## src/rtl/niosii_system_button_debounce_if.sv

```systemverilog
// Button bundle between the raw pins and the debouncer.
// The debouncer is the slave; whoever drives the pins is the master.
interface niosii_system_button_debounce_if #(
  parameter int NUM_BTN = 8
);
  logic [NUM_BTN-1:0] btn_raw;
  logic [NUM_BTN-1:0] btn_out;
  logic [NUM_BTN-1:0] press_pulse;
  logic [NUM_BTN-1:0] release_pulse;
  logic               busy;

  modport master (
    output btn_raw,
    input  btn_out,
    input  press_pulse,
    input  release_pulse,
    input  busy
  );

  modport slave (
    input  btn_raw,
    output btn_out,
    output press_pulse,
    output release_pulse,
    output busy
  );
endinterface

```

## src/rtl/niosii_system_button_debounce.sv

```systemverilog
// Per-channel two-flop synchroniser plus IDLE/COUNT debouncer feeding the buttons PIO,
// with one-clock press/release pulses and a busy flag.
module niosii_system_button_debounce #(
  parameter int NUM_BTN         = 8,
  parameter int DEBOUNCE_CYCLES = 500000,
  parameter int CNT_W           = 20,
  parameter int ACTIVE_LOW      = 1
) (
  input  logic                           clk,
  input  logic                           reset_n,
  niosii_system_button_debounce_if.slave btn
);

  typedef enum logic {
    IDLE  = 1'b0,
    COUNT = 1'b1
  } state_t;

  localparam logic [NUM_BTN-1:0] REL  = (ACTIVE_LOW != 0) ? {NUM_BTN{1'b1}} : {NUM_BTN{1'b0}};
  localparam logic [CNT_W-1:0]   LAST = CNT_W'(DEBOUNCE_CYCLES - 1);

  logic [NUM_BTN-1:0] s1;
  logic [NUM_BTN-1:0] s2;
  logic [NUM_BTN-1:0] out_q;
  logic [NUM_BTN-1:0] press_q;
  logic [NUM_BTN-1:0] release_q;
  logic               busy_c;
  state_t             state [NUM_BTN];
  logic [CNT_W-1:0]   cnt   [NUM_BTN];

  // A change is accepted only after s2 holds the new level for the full window;
  // any reversal drops back to IDLE so the next attempt restarts from zero.
  always_ff @(posedge clk or negedge reset_n) begin
    if (!reset_n) begin
      s1        <= REL;
      s2        <= REL;
      out_q     <= REL;
      press_q   <= '0;
      release_q <= '0;
      for (int i = 0; i < NUM_BTN; i++) begin
        state[i] <= IDLE;
        cnt[i]   <= '0;
      end
    end else begin
      s1        <= btn.btn_raw;
      s2        <= s1;
      press_q   <= '0;
      release_q <= '0;
      for (int i = 0; i < NUM_BTN; i++) begin
        case (state[i])
          IDLE: begin
            if (s2[i] != out_q[i]) begin
              state[i] <= COUNT;
              cnt[i]   <= '0;
            end
          end
          COUNT: begin
            if (s2[i] == out_q[i]) begin
              state[i] <= IDLE;
              cnt[i]   <= '0;
            end else if (cnt[i] == LAST) begin
              out_q[i] <= s2[i];
              state[i] <= IDLE;
              cnt[i]   <= '0;
              if (s2[i] == REL[i]) begin
                release_q[i] <= 1'b1;
              end else begin
                press_q[i] <= 1'b1;
              end
            end else begin
              cnt[i] <= cnt[i] + CNT_W'(1);
            end
          end
          default: begin
            state[i] <= IDLE;
            cnt[i]   <= '0;
          end
        endcase
      end
    end
  end

  always_comb begin
    busy_c = 1'b0;
    for (int i = 0; i < NUM_BTN; i++) begin
      if (state[i] == COUNT) begin
        busy_c = 1'b1;
      end
    end
  end

  assign btn.btn_out       = out_q;
  assign btn.press_pulse   = press_q;
  assign btn.release_pulse = release_q;
  assign btn.busy          = busy_c;

endmodule

```

## src/flat_wrapper.sv

```systemverilog
// flat-port wrapper written by rule: the top's interface ports become plain ports
module niosii_system_button_debounce_flat 
#(
  parameter int NUM_BTN         = 8,
  parameter int DEBOUNCE_CYCLES = 500000,
  parameter int CNT_W           = 20,
  parameter int ACTIVE_LOW      = 1
)
  (clk, reset_n, btn_btn_raw, btn_btn_out, btn_press_pulse, btn_release_pulse, btn_busy);
  niosii_system_button_debounce_if #(.NUM_BTN(NUM_BTN)) btn_i ();
  input  logic clk;
  input  logic reset_n;
  input wire logic [$bits(btn_i.btn_raw)-1:0] btn_btn_raw;
  output wire logic [$bits(btn_i.btn_out)-1:0] btn_btn_out;
  output wire logic [$bits(btn_i.press_pulse)-1:0] btn_press_pulse;
  output wire logic [$bits(btn_i.release_pulse)-1:0] btn_release_pulse;
  output wire logic [$bits(btn_i.busy)-1:0] btn_busy;
  assign btn_i.btn_raw = btn_btn_raw;
  assign btn_btn_out = btn_i.btn_out;
  assign btn_press_pulse = btn_i.press_pulse;
  assign btn_release_pulse = btn_i.release_pulse;
  assign btn_busy = btn_i.busy;
  niosii_system_button_debounce #(.NUM_BTN(NUM_BTN), .DEBOUNCE_CYCLES(DEBOUNCE_CYCLES), .CNT_W(CNT_W), .ACTIVE_LOW(ACTIVE_LOW)) u_core (.clk(clk), .reset_n(reset_n), .btn(btn_i));
endmodule
```

## config.mk

```make
export PLATFORM = sky130hd
export DESIGN_NAME = niosii_system_button_debounce_flat
export DESIGN_NICKNAME = d
export VERILOG_FILES = /design/src/rtl/niosii_system_button_debounce_if.sv /design/src/rtl/niosii_system_button_debounce.sv /design/src/flat_wrapper.sv
export SDC_FILE = /design/constraint.sdc
export NUM_CORES = 1
export LEC_CHECK = 0
export BUFFER_PORTS_ARGS = -buffer_cell sky130_fd_sc_hd__buf_2
export CAP_MARGIN = 10
export CORE_MARGIN = 3
export CORE_UTILIZATION = 40
export CTS_CLUSTER_SIZE = 20
export DETAILED_ROUTE_END_ITERATION = 8
export PLACE_DENSITY = 0.52
export SKIP_LAST_GASP = 1
export SYNTH_ARGS = -nofsm -noshare
export SYNTH_HDL_FRONTEND = slang
export SYNTH_SLANG_ARGS = --single-unit
```

## constraint.sdc

```tcl
create_clock -name clk -period 3 [get_ports clk]
set_input_delay 0.3 -clock clk [delete_from_list [all_inputs] [get_ports clk]]
set_output_delay 0.3 -clock clk [all_outputs]
set_load 0.03 [all_outputs]
```

==> impl_metrics.toml, run 1 <==
[drt]
drtPass1Iterations = 5
drt-total-wl_um = 24000
vias = 8725
drc_errors = 0
post_drt_wl_per_cell_um = 15.7
drt_iter0_drc = 647
postRouteAntennaNets = 0
via_per_inst = 5.71

[sta]
rsz0062_at_grt = "false"
drv_slew = 0
slew_headroom = 0.199
layout_setup_ws_ns = 0.444
finalSetupTns_ns = 0
setup_viol = 0
finalClockSkew_ns = 0.0104
timing.fmax_mhz = 391
layout_min_cycle_time_ns = 2.56
finalHoldViolations = 0
fin_crit_sh = 0.852
worst_slew_pin_slew_ns = 1.20

[yosys]
yosysWarningCount = 0
synth_top_area_share = 0.437
netlist_top_cells_count = "184 x dfrtp_1, 138 x nand2_1, 92 x a31oi_1"
syn_avg_cell_area_um2 = 9.28
seq_area_frac_synth = 0.497
yosysMostFrequentCell = "dfrtp_1"
ys_ff_latch = 208
yosysTopAreaCell = "dfrtp_1"
yosys-top-cells-area = "dfrtp_1 44%, dfstp_2 6.0%, a31oi_1 5.5%"
synth_area_um2 = 10500
ys_async_sr_fraction = 1.00
synth_fp_nets = 1153
syn_inst = 1135
synth-edff-count = 0
synth_cell_type_count = 61
ys.flop_type = "dfrtp_1"

[die]
std_cell_rows = 58
die_x_um = 168
die_area_um2 = 28300
die_h_um = 168
core_area_um2 = 25500
floorplan.initialDensity = 0.413
ioPinCount = 35

[cells_and_area]
drive_gt1_frac = 0.123
final_area_um2 = 12000
multi_input_area_um2 = 4980
final_nets = 1197
nFillCells = 2444
antennaDiodeCount = 0
seq_area_um2 = 5240
syn_to_final_growth_pct = 14.1
fin_cells = 1529

[placement]
dpl.hpwl_um = 15400
placed_cell_area_um2 = 11100
dp_cells = 1472
numPortBuffers = 34
pre_cts_ws_ns = 0.486
place_congestion = 0.798

[pwr]
peakVddDrop_mv = 0.330
power_density_nw_per_um2 = 520
power.leakage_nw = 4.94

[critical_path]
crit_path_cell_trace = "xor2_1 -> nand2_1 -> o21ba_1 -> o21ai_0 -> a31oi_1"
critPathMaxStageDelay_ns = 1.03
cp_slowest_cell = "o21ba_1"
cp-end-kind = "flip-flop"
crit_buf_inv = 0
cp.arrival_ns = 2.99
path_max_fanout = 36
cp-start-kind = "flip-flop"
required_ns = 3.44
crit_family = "compound AO/OA/AOI/OAI gates"
worstSetupPathType = "flip-flop to flip-flop"

[flow_run]
max-cap-violations = 0

[global_routing]
grt.met1_usage = 0.254
busiest_layer = "met2"
grt_max_degree = 66
grt_pass1_wl_um = 41600
grt_pass1_vias = 8193
use_met2 = 0.259
grt_overflow = 0
grtUsageTotal = 0.170
antenna_found_initial = 0
use_met3 = 0.0289

[clock_network]
clk_transition_reported_paths_ns = 0.06
cts_setup_buffers = 0
cts_tree = "done"
cts_buffer_depth = 3
numCtsBuffers = 26
cts-root-buf = "clkbuf_16"
cts.sinks = 208
htreeDepth = 1
clk_latency_ns = 0.52

[min_path]
hold_class = "input port to asynchronous set/reset pin"

[outcome]
status = "complete, no violations"
[area by class of cell]
type                       instances  share of cell area
clock buffer                      40              0.0644
clock inverter                     8             0.00572
inverter                          30             0.00936
multi-input combinational        850               0.414
sequential                       208               0.435
tap                              330              0.0343
timing repair buffer              63              0.0370
[path summary, 6_finish.rpt]
check                                      start              to  slack, ns  depth (start not counted)
min in group clk                    u_core.s1[6]    u_core.s2[6]       0.35                          0
max reg2reg                u_core.btn.btn_out[5]  u_core.cnt[46]       0.44                          5
min reg2reg                         u_core.s1[6]    u_core.s2[6]       0.35                          0
min                                      reset_n  u_core.cnt[72]       0.29                          2
max in group asynchronous                reset_n    u_core.s1[7]       1.81                          3
max                        u_core.btn.btn_out[5]  u_core.cnt[46]       0.44                          5
[sequential cells by signal (all words and copies together) (netlist names)]
name	cells
u_core.s1	8
u_core.btn.btn_out	8
u_core.btn.press_pulse	8
u_core.cnt	160
u_core.state	8
u_core.s2	8
u_core.btn.release_pulse	8
[cells by family (layout without fill, tap and decap cells)]
group                    count (synthesis)  in the layout  synth area share
XOR/XNOR                                10             10           0.00831
AND/OR/NAND/NOR                        474            474             0.235
multiplexers                            16             16            0.0164
buffers and inverters                   77            141            0.0312
flip-flops                             208            208             0.497
adder cells (fa/ha/maj)                  8              8           0.00950
AO/OA/AOI/OAI                          342            342             0.203
[stage by stage]
| stage | power, W | hold slack (ns) | util |
|---|---|---|---|
| final | 0.00626 | 0.290 | 0.471 |
| after global routing | 0.00653 | 0.356 | 0.471 |
| after CTS | 0.00637 | 0.332 | 0.471 |
| after detailed placement | 0.00324 | 0.295 | 0.434 |
| after global placement | 0.00324 | 0.293 | 0.434 |
| after floorplan | 0.00311 | 0.00441 | - |
[cell usage in the layout, fill, tap and decap left out, types with 27 or more instances in the layout]
master	Yosys	routed
nor2_1	48	48
nand4_1	33	33
nor3_1	33	33
clkbuf_16	0	27
inv_1	30	30
buf_2	11	33
nand2_1	138	138
dfrtp_1	184	184
a31oi_1	92	92
a41oi_1	27	27
o21ai_0	74	74
a21oi_1	84	83
nand3_1	76	76
[metal layers]
layer / wire [µm] / up-vias
li1: - / 4380
met1: 12200 / 4193
met2: 10400 / 123
met3: 963 / 29
met4: 440 / 0
met5: 0 / -
[repair_timing]
item                                   4_1_cts  5_1_grt
gates resized for setup                      0        0
endpoints found under the hold margin       63        0
hold buffers                                 9        0
[power by group]
group / total, W / internal [W] / switching, W
logic: 0.000302 / 0.0000965 / 0.000206
clock network: 0.00306 / 0.00186 / 0.00120
registers: 0.00289 / 0.00285 / 0.0000420
Note: power is estimated with default switching activity, not from simulation.
==> run 2, diff against run 1 <==
--- a/config.mk
+++ b/config.mk
@@ -6,12 +6,12 @@
 export NUM_CORES = 1
 export LEC_CHECK = 0
 export BUFFER_PORTS_ARGS = -buffer_cell sky130_fd_sc_hd__buf_2
-export CAP_MARGIN = 10
+export CAP_MARGIN = 30
 export CORE_MARGIN = 3
 export CORE_UTILIZATION = 40
 export CTS_CLUSTER_SIZE = 20
 export DETAILED_ROUTE_END_ITERATION = 8
-export PLACE_DENSITY = 0.52
+export PLACE_DENSITY = 0.59
 export SKIP_LAST_GASP = 1
 export SYNTH_ARGS = -nofsm -noshare
 export SYNTH_HDL_FRONTEND = slang
==> run 2 against run 1 <==
Maximum frequency grew 1.5%. Routed wire length shrank 3.8%. First-iteration DRC count grew 21%. Critical path depth grew 1. Via count grew 0.25%. Hold slack gained 0.063 ns. Non-clock buffer count grew 1. Sequential share of layout area grew 0.095 points. Worst setup slack gained 0.038 ns. Clock skew grew 0.0010 ns. Critical endpoint is now u_core.cnt[144].
==> impl_metrics.toml, run 2 (synthesized netlist as in run 1, its figures left out) <==
[critical_path]
cp-start-kind = "flip-flop"
worstSetupPathType = "flip-flop to flip-flop"
cp.arrival_ns = 2.91
required_ns = 3.39
path_max_fanout = 27
regToRegSetupSlack_ns = 0.48
cp-end-kind = "flip-flop"

[cells_and_area]
syn_to_final_growth_pct = 13.9
largest_register_ffs = 160
top_register = "u_core.cnt"
layout_common_cells = "184 x dfrtp_1, 138 x nand2_1, 92 x a31oi_1"
seq_area_um2 = 5240
antennaDiodeCount = 0
fin_cells = 1527
drive_gt1_frac = 0.123
final_common_cell = "dfrtp_1"
multi_input_area_um2 = 4980
final_nets = 1197
nFillCells = 2459

[clock_network]
cts_tree = "done"
htreeDepth = 1
clk_transition_reported_paths_ns = 0.06
cts_buffer_depth = 3
cts.sinks = 208
cts-root-buf = "clkbuf_16"
clk_latency_ns = 0.52
numCtsBuffers = 25

[global_routing]
grtUsageTotal = 0.160
antenna_found_initial = 0
grt_overflow = 0
grt_max_degree = 93
grt_pass1_vias = 7880
grt_pass1_wl_um = 39200

[sta]
fin_crit_sh = 0.839
worst_slew_pin_slew_ns = 0.964
finalSetupTns_ns = 0
setup_viol = 0
layout_min_cycle_time_ns = 2.52
rsz0062_at_grt = "false"
slew_headroom = 0.355
timing.fmax_mhz = 397
drv_slew = 0
finalClockSkew_ns = 0.0114
finalHoldViolations = 0

[die]
core_area_um2 = 25500
die_area_um2 = 28300
die_x_um = 168
die_h_um = 168
ioPinCount = 35
std_cell_rows = 58
floorplan.initialDensity = 0.413

[drt]
via_per_inst = 5.73
drtPass1Iterations = 5
postRouteAntennaNets = 0
drc_errors = 0
drt-total-wl_um = 23100
vias = 8747
post_drt_wl_per_cell_um = 15.1
drt_iter0_drc = 783

[placement]
dp_cells = 1473
dpl.hpwl_um = 15200
place_congestion = 0.808
numPortBuffers = 34

[pwr]
finalPower_w = 0.00608
power_density_nw_per_um2 = 506
power.leakage_nw = 4.92
peakVddDrop_mv = 0.369

[flow_run]
max-cap-violations = 0

[outcome]
status = "complete, no violations"

[min_path]
hold_class = "flip-flop to flip-flop"
==> run 2: cell count changes in the layout (fill, tap and decap cells not counted), sizes merged <==
| cell | previous run | this run |
|---|---|---|
| clkinv | 6 | 4 |
| buf | 54 | 55 |
| bufinv | 1 | 0 |
| clkbuf | 40 | 39 |
| clkinvlp | 0 | 1 |
==> run 2: per-layer routing <==
layer	global-route usage	wire length (µm)	share of wire	vias to the layer above
met5	0	0	0	-
met4	0.0402	468	0.020	0
met3	0.0263	840	0.036	38
met2	0.244	10200	0.44	117
met1	0.239	11600	0.50	4224
li1	-	-	-	4368
==> run 2: power breakdown <==
| part | internal (W) | switching [W] | leakage, nW |
|---|---|---|---|
| registers | 0.00285 | 0.0000385 | 2.79 |
| logic | 0.0000989 | 0.000204 | 1.74 |
| clock network | 0.00173 | 0.00116 | 0.393 |
| total | 0.00468 | 0.00140 | 4.92 |
==> run 2: worst max-delay path, stage by stage (launching register included) <==
cell and delay [ns]:
dfrtp_1 0.40, ha_1 0.22, nand3_1 0.21, or4_1 0.57, o211a_1 0.57, a41oi_1 0.37
a31oi_1 0.06
==> run 2: final timing paths <==
path | startpoint | cells after the start | endpoint
max reg2reg | u_core.cnt[140] | 6 | u_core.cnt[144]
min | u_core.s1[1] | 0 | u_core.s2[1]
max | u_core.cnt[140] | 6 | u_core.cnt[144]
min in group asynchronous | reset_n | 2 | u_core.cnt[75]
min reg2reg | u_core.s1[1] | 0 | u_core.s2[1]
max in group asynchronous | reset_n | 3 | u_core.s2[0]
==> run 2: per-stage QoR <==
step	hold WS [ns]	area, µm²	utilization	setup slack (ns)
after detailed placement	0.347	11100	0.435	0.546
after global placement	0.346	11100	0.434	0.517
after global routing	0.358	12000	0.470	0.341
after floorplan	0.00441	10500	-	0.894
final	0.354	12000	0.470	0.482
after CTS	0.355	12000	0.470	0.533
==> run 2: final cells by class <==
type	count	area share
Clock inverter	6	0.00302
Clock buffer	39	0.0632
Timing Repair Buffer	64	0.0390
Tap cell	330	0.0344
Inverter	30	0.00938
Multi-Input combinational cell	850	0.415
Sequential cell	208	0.436
==> run 2: timing repair <==
action                    in CTS  in global routing
hold buffers                   9                  0
gates resized for setup        0                  0
hold endpoints to repair      90                  0
buffers inserted               0                  0
==> run 3, diff against run 2 <==
--- a/config.mk
+++ b/config.mk
@@ -11,7 +11,7 @@
 export CORE_UTILIZATION = 40
 export CTS_CLUSTER_SIZE = 20
 export DETAILED_ROUTE_END_ITERATION = 8
-export PLACE_DENSITY = 0.59
+export PLACE_DENSITY = 0.61
 export SKIP_LAST_GASP = 1
 export SYNTH_ARGS = -nofsm -noshare
 export SYNTH_HDL_FRONTEND = slang
==> constraint.sdc (replaced) <==
create_clock -name clk -period 2.18 [get_ports clk]
set_input_delay 0.218 -clock clk [delete_from_list [all_inputs] [get_ports clk]]
set_output_delay 0.218 -clock clk [all_outputs]
set_load 0.03 [all_outputs]
==> run 3 against run 2 <==
Sequential share of layout area down 1.9 points. Clock-buffer cell count down 1. Largest cell class unchanged. First-iteration DRC count down 30%. Register-to-register slack worse by 0.38 ns. Global-route usage up 0.58 points. Clock skew up 0.0082 ns. Critical path type unchanged. Flip-flop and latch count unchanged. Power up 42%.
==> impl_metrics.toml, run 3 (synthesized netlist as in run 1, its figures left out) <==
[outcome]
status = "complete, no violations"

[clock_network]
cts.sinks = 208
numCtsBuffers = 24
clk_latency_ns = 0.51
htreeDepth = 1
cts_tree = "done"
cts-root-buf = "clkbuf_16"
clk_transition_reported_paths_ns = 0.06
cts_buffer_depth = 3

[pwr]
finalPower_w = 0.00865
power.share.combinational = 0.053
peakVddDrop_mv = 0.575
seqPwrFrac = 0.460
pwr-share-clk = 0.487
power_switching_w = 0.00193
p_sw_frac = 0.223
power.internal_w = 0.00672
power_density_nw_per_um2 = 689
power.leakage_nw = 5.24

[die]
die_x_um = 168
ioPinCount = 35
core_area_um2 = 25500
die_h_um = 168
floorplan.initialDensity = 0.413
die_area_um2 = 28300
std_cell_rows = 58

[global_routing]
grt_max_degree = 65
grt_overflow = 0
grt_pass1_vias = 8290
grtUsageTotal = 0.166
antenna_found_initial = 0
grt_pass1_wl_um = 40800

[sta]
layout_setup_ws_ns = 0.106
rsz0062_at_grt = "true"
finalClockSkew_ns = 0.0196
setup_viol = 0
fin_crit_sh = 0.952
timing.fmax_mhz = 482
slew_headroom = 0.405
drv_slew = 0
finalSetupTns_ns = 0
worst_slew_pin_slew_ns = 0.889
layout_min_cycle_time_ns = 2.07
finalHoldViolations = 0

[critical_path]
crit_family = "simple AND/OR/NAND/NOR gates"
crit_path_cell_trace = "or4b_2 -> nor4_4 -> a21oi_4 -> buf_4 -> a41oi_1 -> a31oi_1"
cp.arrival_ns = 2.46
critPathMaxStageDelay_ns = 0.71
required_ns = 2.56
crit_buf_inv = 1
cp-start-kind = "flip-flop"
cp-end-kind = "flip-flop"
path_max_fanout = 13
cp_slowest_cell = "or4b_2"
worstSetupPathType = "flip-flop to flip-flop"

[placement]
numPortBuffers = 34
pre_cts_ws_ns = 0.0550
place_congestion = 0.791
dpl.hpwl_um = 15600
placed_cell_area_um2 = 11500

[cells_and_area]
top_register = "u_core.cnt"
largest_register_ffs = 160
finalCoreUtilization = 0.491
syn_to_final_growth_pct = 19.0
final_common_cell = "dfrtp_1"
final_nets = 1250
drive_gt1_frac = 0.167
final_area_um2 = 12500
layout_common_cells = "184 x dfrtp_1, 138 x nand2_1, 92 x a31oi_1"
antennaDiodeCount = 0

[drt]
vias = 9070
drtPass1Iterations = 5
drt-total-wl_um = 24100
drc_errors = 0
post_drt_wl_per_cell_um = 15.2
postRouteAntennaNets = 0
drt_iter0_drc = 550
via_per_inst = 5.74

[flow_run]
max-cap-violations = 0

[min_path]
hold_class = "input port to asynchronous set/reset pin"
[run 3: cell types whose count changed in the layout (fill, tap and decap cells not counted), sizes merged]
cell and delta:
bufinv +2, clkbuf -1, clkinv -1, buf +54, inv -1
[run 3: power groups by stage]
stage	clock, W	sequential [W]	combinational, W
finish	0.00421	0.00398	0.000460
global route	0.00448	0.00398	0.000523
CTS	0.00433	0.00398	0.000462
detailed placement	0	0.00404	0.000446
global placement	0	0.00404	0.000440
floorplan	0	0.00403	0.000252
[run 3: routing by layer]
metal,wire (µm),track usage
met1,12000,0.250
met2,10600,0.254
met3,880,0.0232
met4,571,0.0406
met5,0,0
[run 3: layout make-up]
class	instances	area (µm²)
Timing Repair Buffer	118	896
Clock inverter	6	82.6
Sequential cell	208	5240
Inverter	30	113
Multi-Input combinational cell	850	5040
Clock buffer	38	764
Fill cell	2380	13000
Tap cell	330	413
[run 3: worst register-to-register path, stage by stage, from the launching register on]
cell and delay [ns]:
dfrtp_1 0.38, or4b_2 0.71, nor4_4 0.24, a21oi_4 0.16, buf_4 0.21, a41oi_1 0.18, a31oi_1 0.06
[run 3: stage by stage]
| step | instances | hold slack, ns |
|---|---|---|
| 4_1_cts | 1574 | 0.228 |
| 2_1_floorplan | 1135 | -0.0776 |
| 5_1_grt | 1580 | 0.254 |
| 6_report | 1580 | 0.212 |
| 3_3_place_gp | 1521 | 0.178 |
| 3_5_place_dp | 1521 | 0.181 |
[run 3: final timing paths]
check	from	endpoint	slack, ns	depth (start not counted)
max in group asynchronous	reset_n	u_core.s2[6]	1.17	3
worst min register to register	u_core.s1[0]	u_core.s2[0]	0.35	0
worst max register to register	u_core.cnt[114]	u_core.cnt[110]	0.11	6
worst max-delay path	u_core.cnt[114]	u_core.cnt[110]	0.11	6
min in group clk	btn_btn_raw[4]	u_core.s1[4]	0.34	2
worst min-delay path	reset_n	u_core.cnt[74]	0.21	2
[run 3: repair_timing]
action / 4_1_cts / 5_1_grt
hold endpoints to repair: 54 / 0
gates resized for setup: 0 / 10
hold buffers: 9 / 0
endpoints found under the setup margin: 0 / 31
setup buffers: 0 / 6
